===== config.mk =====
export PLATFORM = sky130hd
export DESIGN_NAME = life_hud_arbiter
export DESIGN_NICKNAME = d
export VERILOG_FILES = /design/src/rtl/hud_pkg.sv /design/src/rtl/life_flash_tracker.sv /design/src/rtl/life_hud_arbiter.sv
export SDC_FILE = /design/constraint.sdc
export NUM_CORES = 1
export LEC_CHECK = 0
export ABC_AREA = 1
export CAP_MARGIN = 15
export CORE_ASPECT_RATIO = 0.9
export CORE_MARGIN = 3
export CORE_UTILIZATION = 35
export CTS_CLUSTER_DIAMETER = 30
export DETAILED_ROUTE_END_ITERATION = 12
export GPL_ROUTABILITY_DRIVEN = 0
export PLACE_DENSITY = 0.71
export SLEW_MARGIN = 20
export SYNTH_ARGS = -nofsm -noshare
export SYNTH_HDL_FRONTEND = slang
export SYNTH_HIERARCHICAL = 1
export SYNTH_SLANG_ARGS = --single-unit

===== constraint.sdc =====
create_clock -name Clk -period 2.43 [get_ports Clk]
set_input_delay 0.3645 -clock Clk [delete_from_list [all_inputs] [get_ports Clk]]
set_output_delay 0.3645 -clock Clk [all_outputs]
set_load 0.1 [all_outputs]

===== src/rtl/hud_pkg.sv =====
// Shared HUD types and constants for the life-icon sprite path.
package hud_pkg;

  localparam int SPRITE_ADDR_W = 19;
  localparam int SPRITE_DEPTH  = 3000;
  localparam int PIX_W         = 4;

  typedef logic [PIX_W-1:0] pix_t;
  typedef logic [2:0]       life_t;

endpackage


===== src/rtl/life_flash_tracker.sv =====
// Per-player blink timer: a life loss loads a frame down-counter, and while
// it runs the icon is blanked in the phases where the selected counter bit is 1.
module life_flash_tracker
  import hud_pkg::*;
#(
  parameter int FLASH_FRAMES = 32,
  parameter int BLINK_BIT    = 2
) (
  input  logic  Clk,
  input  logic  Reset,
  input  logic  frame_start,
  input  life_t life,
  output logic  blank_phase,
  output logic  active
);

  localparam logic [5:0] FLASH_LOAD = 6'(FLASH_FRAMES);

  life_t      prev_life_q;
  logic [5:0] flash_cnt_q;
  logic [5:0] flash_cnt_d;

  // Next count: a fresh loss reloads (even on a frame pulse), else count frames down.
  always_comb begin
    flash_cnt_d = flash_cnt_q;
    if (life < prev_life_q) begin
      flash_cnt_d = FLASH_LOAD;
    end else if (frame_start && (flash_cnt_q != 6'd0)) begin
      flash_cnt_d = flash_cnt_q - 6'd1;
    end
  end

  // Track the previous life value and the flash counter.
  always_ff @(posedge Clk) begin
    if (Reset) begin
      prev_life_q <= '0;
      flash_cnt_q <= '0;
    end else begin
      prev_life_q <= life;
      flash_cnt_q <= flash_cnt_d;
    end
  end

  assign active      = (flash_cnt_q != 6'd0);
  assign blank_phase = flash_cnt_q[BLINK_BIT];

endmodule


===== src/rtl/life_hud_arbiter.sv =====
// Shares one lifeROM port between the two players' HUD icon renderers:
// round-robin grant, two-stage registered read, id-tagged responses, and
// blinking of a player's icon for a while after a life is lost.
module life_hud_arbiter
  import hud_pkg::*;
#(
  parameter int ADDR_W       = SPRITE_ADDR_W,
  parameter int SPRITE_DEPTH = hud_pkg::SPRITE_DEPTH,
  parameter int FLASH_FRAMES = 32,
  parameter int BLINK_BIT    = 2
) (
  input  logic              Clk,
  input  logic              Reset,
  input  logic              frame_start,
  input  logic [2:0]        p0_life,
  input  logic [2:0]        p1_life,
  input  logic              p0_req_valid,
  input  logic              p1_req_valid,
  input  logic [ADDR_W-1:0] p0_req_addr,
  input  logic [ADDR_W-1:0] p1_req_addr,
  output logic              p0_req_ready,
  output logic              p1_req_ready,
  output logic [ADDR_W-1:0] rom_addr,
  output logic [2:0]        rom_life,
  input  logic [3:0]        rom_data,
  output logic              rsp_valid,
  output logic              rsp_id,
  output logic [3:0]        rsp_data
);

  localparam logic [ADDR_W-1:0] DEPTH_LIMIT = ADDR_W'(SPRITE_DEPTH);

  logic              prio_q;
  logic              gnt0, gnt1, gnt_any, gnt_id;
  logic [ADDR_W-1:0] gnt_addr;
  life_t             gnt_life;
  logic              blank0, blank1, active0, active1, gnt_blank;
  logic              s1_valid_q, s1_id_q, s1_oor_q, s1_blank_q;

  life_flash_tracker #(.FLASH_FRAMES(FLASH_FRAMES), .BLINK_BIT(BLINK_BIT)) u_flash0 (
    .Clk(Clk), .Reset(Reset), .frame_start(frame_start), .life(p0_life),
    .blank_phase(blank0), .active(active0)
  );

  life_flash_tracker #(.FLASH_FRAMES(FLASH_FRAMES), .BLINK_BIT(BLINK_BIT)) u_flash1 (
    .Clk(Clk), .Reset(Reset), .frame_start(frame_start), .life(p1_life),
    .blank_phase(blank1), .active(active1)
  );

  // Grant: a lone requester wins; on contention the priority pointer decides.
  always_comb begin
    gnt0 = 1'b0;
    gnt1 = 1'b0;
    if (!Reset) begin
      if (p0_req_valid && p1_req_valid) begin
        gnt0 = ~prio_q;
        gnt1 = prio_q;
      end else begin
        gnt0 = p0_req_valid;
        gnt1 = p1_req_valid;
      end
    end
  end

  assign p0_req_ready = gnt0;
  assign p1_req_ready = gnt1;
  assign gnt_any      = gnt0 | gnt1;
  assign gnt_id       = gnt1;
  assign gnt_addr     = gnt_id ? p1_req_addr : p0_req_addr;
  assign gnt_life     = gnt_id ? p1_life : p0_life;
  // Blanking uses the counter as it stands in the grant cycle, before any reload.
  assign gnt_blank    = gnt_id ? (active1 & blank1) : (active0 & blank0);

  // Priority pointer hands the next contention to whoever was not just served.
  always_ff @(posedge Clk) begin
    if (Reset) begin
      prio_q <= 1'b0;
    end else if (gnt_any) begin
      prio_q <= ~gnt_id;
    end
  end

  // Stage 1: capture the granted request and drive the ROM address/select.
  always_ff @(posedge Clk) begin
    if (Reset) begin
      rom_addr   <= '0;
      rom_life   <= '0;
      s1_valid_q <= 1'b0;
      s1_id_q    <= 1'b0;
      s1_oor_q   <= 1'b0;
      s1_blank_q <= 1'b0;
    end else begin
      s1_valid_q <= gnt_any;
      if (gnt_any) begin
        rom_addr   <= gnt_addr;
        rom_life   <= gnt_life;
        s1_id_q    <= gnt_id;
        s1_oor_q   <= (gnt_addr >= DEPTH_LIMIT);
        s1_blank_q <= gnt_blank;
      end
    end
  end

  // Stage 2: register the ROM pixel, forcing transparent when out of range or blinking off.
  always_ff @(posedge Clk) begin
    if (Reset) begin
      rsp_valid <= 1'b0;
      rsp_id    <= 1'b0;
      rsp_data  <= '0;
    end else begin
      rsp_valid <= s1_valid_q;
      rsp_id    <= s1_id_q;
      rsp_data  <= (s1_oor_q || s1_blank_q) ? 4'd0 : rom_data;
    end
  end

endmodule


==> results.txt <==
CP Launch Type = input pin
clock skew = 0.00682 ns
Tot Pwr = 2.27 mW
combinational power share = 0.379
final setup violating endpoints = 0
Ports = 83
DRC viols = 0
Leak = 1.67 nW
Crit Path Max Fanout = 15
Pwr Density = 665 nW/um^2
Rows = 28
number of global-route vias before repair = 2307
antenna violations before repair = 0
CP Capture Type = primary output
Crit path required time = 2.07 ns
Syn Area/Cell = 7.10 sq um
# diodes = 0
worst setup margin = 0.260 ns
slowest CP cell = clkdlybuf4s50_1
Worst slew margin = 0.400
IO Port Bufs = 82
Synthesized Nets = 406
Yosys warning count = 6
Flop pwr share = 0.424
Min Hold Slack = 0.412 ns
Post-Place Setup Slack = -0.00657 ns
CTS Hold Bufs = 0
via count = 2371
critical path arrival = 1.81 ns
Syn Inst Count = 345
Final Instance Area = 3410 sq um
Clock Power Share = 0.197
Core ar. = 6690 sq um
CTS tree = done
crit path kind = input pin to primary output
Final min period = 2.17 ns
post-CTS setup buffer count = 0
Die Span Y = 85.4 um
Congestion Overflow GR = 0
run status = complete, no violations
fin crit share = 0.893
first-pass GRT wire length = 10400 um
clk_lat worst skew = 0.29 ns
H-Tree Depth = 2
placed cells = 516
drt pass-1 iters = 4
initial core utilization = 0.366
layout cells sized above 1 = 0.130
TritonCTS buffer count = 5
area growth from synthesis to layout = 39.2%
Peak VDD IR = 406 uV
Sw Ratio = 0.386
Hold Crit Class = flip-flop to flip-flop
wire per inst = 11.9 um
CTS Root Cell = clkbuf_8
die extent in x = 94.2 um
CP peak stage delay = 0.49 ns
Max Cap Viol = 0
Unique masters post-synth = 27
vias per inst = 4.54
Clock transition at path regs = 0.09 ns
Layout fillers = 657
final wirelength = 6210 um
setup repair after global routing missed its margin = no
DRT iter0 DRCs = 95
Final Hold Fails = 0
fin util = 0.509
cells along the critical path = clkdlybuf4s50_1 -> buf_4 -> nor2_8 -> nand2_4 -> inv_2 -> buf_12
flip-flop and latch count after synthesis = 51
setup_tns = 0 ns
CP bufs+invs = 4
Psw = 0.875 mW
Internal = 1.39 mW
total clock sinks = 51
clk buf depth = 2
Post-Synthesis Cell Area = 2450 sq um
DIE AREA = 8040 sq um
fin nets = 494
DP Area = 3330 sq um
PostCTS Resize Cnt = 0
post-DP HPWL = 4940 um
Overall Global Routing Usage = 0.159
pin count of the biggest net entering global routing = 21
Slew Limit Fails = 0
worst-margin pin slew = 0.897 ns
Top Family by Delay on Critical Path = buffers and inverters
post-route insts no fill = 522
Post-DRT Antenna Nets = 0
sequential share of the synthesized area = 0.417
FMAX = 461 MHz
[cell type report]
cell class | instances | area (sq um) | area share
Sequential cell | 51 | 1020 | 0.300
Clock inverter | 1 | 7.51 | 0.00220
Multi-Input combinational cell | 230 | 1160 | 0.342
Tap cell | 90 | 113 | 0.0330
Clock buffer | 5 | 68.8 | 0.0202
Inverter | 56 | 210 | 0.0617
Timing Repair Buffer | 89 | 823 | 0.242
[worst min-delay path, cell delays in order, from the launching register on]
cell     delay [ns]
dfxtp_1        0.30
inv_1          0.04
nor2_1         0.03
[state kept, by name, summed over array words and instances, names as in the netlist, 3 cells and up]
register,count
rom_addr,19
rom_life,3
rsp_data,4
u_flash0/flash_cnt_q,6
u_flash0/prev_life_q,3
u_flash1/flash_cnt_q,6
u_flash1/prev_life_q,3
[power by group through the flow]
stage          registers [mW]  logic [mW]  clock network (mW)
3_3_place_gp            0.978       0.850                   0
3_5_place_dp            0.980       0.864                   0
5_1_grt                 0.971       0.944               0.500
4_1_cts                 0.961       0.866               0.469
6_report                0.960       0.859               0.447
2_1_floorplan            1.21       0.388                   0
[per-layer routing]
metal | routed length, um | GRT usage | up-vias | share of wire
li1 | - | - | 1253 | -
met1 | 2870 | 0.203 | 1052 | 0.46
met2 | 2890 | 0.275 | 64 | 0.47
met3 | 432 | 0.0372 | 2 | 0.070
met4 | 20 | 0.0276 | 0 | 0.0032
met5 | 0 | 0 | - | 0
[cells in the mapped netlist]
cell       n  share of area
nand2_1   84           0.13
inv_1     55          0.084
dfxtp_1   51           0.42
nor2_1    42          0.064
o21ai_0   26          0.053
nand3_1   25          0.051
a21oi_1   10          0.020
ha_1       8          0.041
a31oi_1    5          0.013
o211ai_1   4          0.012
o21ai_1    4         0.0082
xor2_1     4          0.014
buf_2      3         0.0061
nand2_4    3          0.014
a21oi_2    2         0.0072
buf_6      2         0.0092
clkbuf_1   2         0.0031
nand3_4    2          0.014
nand4_1    2         0.0051
nor2_2     2         0.0051
nor3_1     2         0.0041
or2_1      2         0.0051
buf_4      1         0.0031
inv_2      1         0.0015
nand2_2    1         0.0026
nor2_8     1         0.0082
nor3_2     1         0.0041
[final timing paths]
path	start	endpoint	slack (ns)	depth (start not counted)
min	s1_valid_q	rsp_valid	0.41	2
max	Reset	p1_req_ready	0.26	6
max reg2reg	prio_q	s1_oor_q	0.87	12
min reg2reg	s1_valid_q	rsp_valid	0.41	2
[layout by cell type (no fill, tap or decap)]
cell type        synthesis  layout
nor2_1                  42      42
clkbuf_8                 0       5
nand2_1                 84      84
a21oi_2                  2       2
buf_12                   0       2
a31oi_1                  5       5
nand2_2                  1       1
nand4_1                  2       2
a21oi_1                 10      10
o211ai_1                 4       4
dfxtp_1                 51      51
nor3_1                   2       2
inv_1                   55      55
nor3_2                   1       1
o21ai_1                  4       4
nand3_4                  2       2
nor2_8                   1       1
xor2_1                   4       4
ha_1                     8       8
buf_4                    1      35
o21ai_0                 26      26
nand3_1                 25      25
clkinvlp_4               0       1
inv_2                    1       1
clkdlybuf4s50_1          0      52
or2_1                    2       2
nand2_4                  3       3
nor2_2                   2       2
[kinds of logic after synthesis]
| family | count (synthesis) | share of synthesized area |
|---|---|---|
| AND/OR/NAND/NOR | 167 | 0.307 |
| adder cells (fa/ha/maj) | 8 | 0.0409 |
| AO/OA/AOI/OAI | 51 | 0.114 |
| buffers and inverters | 64 | 0.107 |
| XOR/XNOR | 4 | 0.0143 |
| flip-flops | 51 | 0.417 |
(Power assumes the default switching activity.)
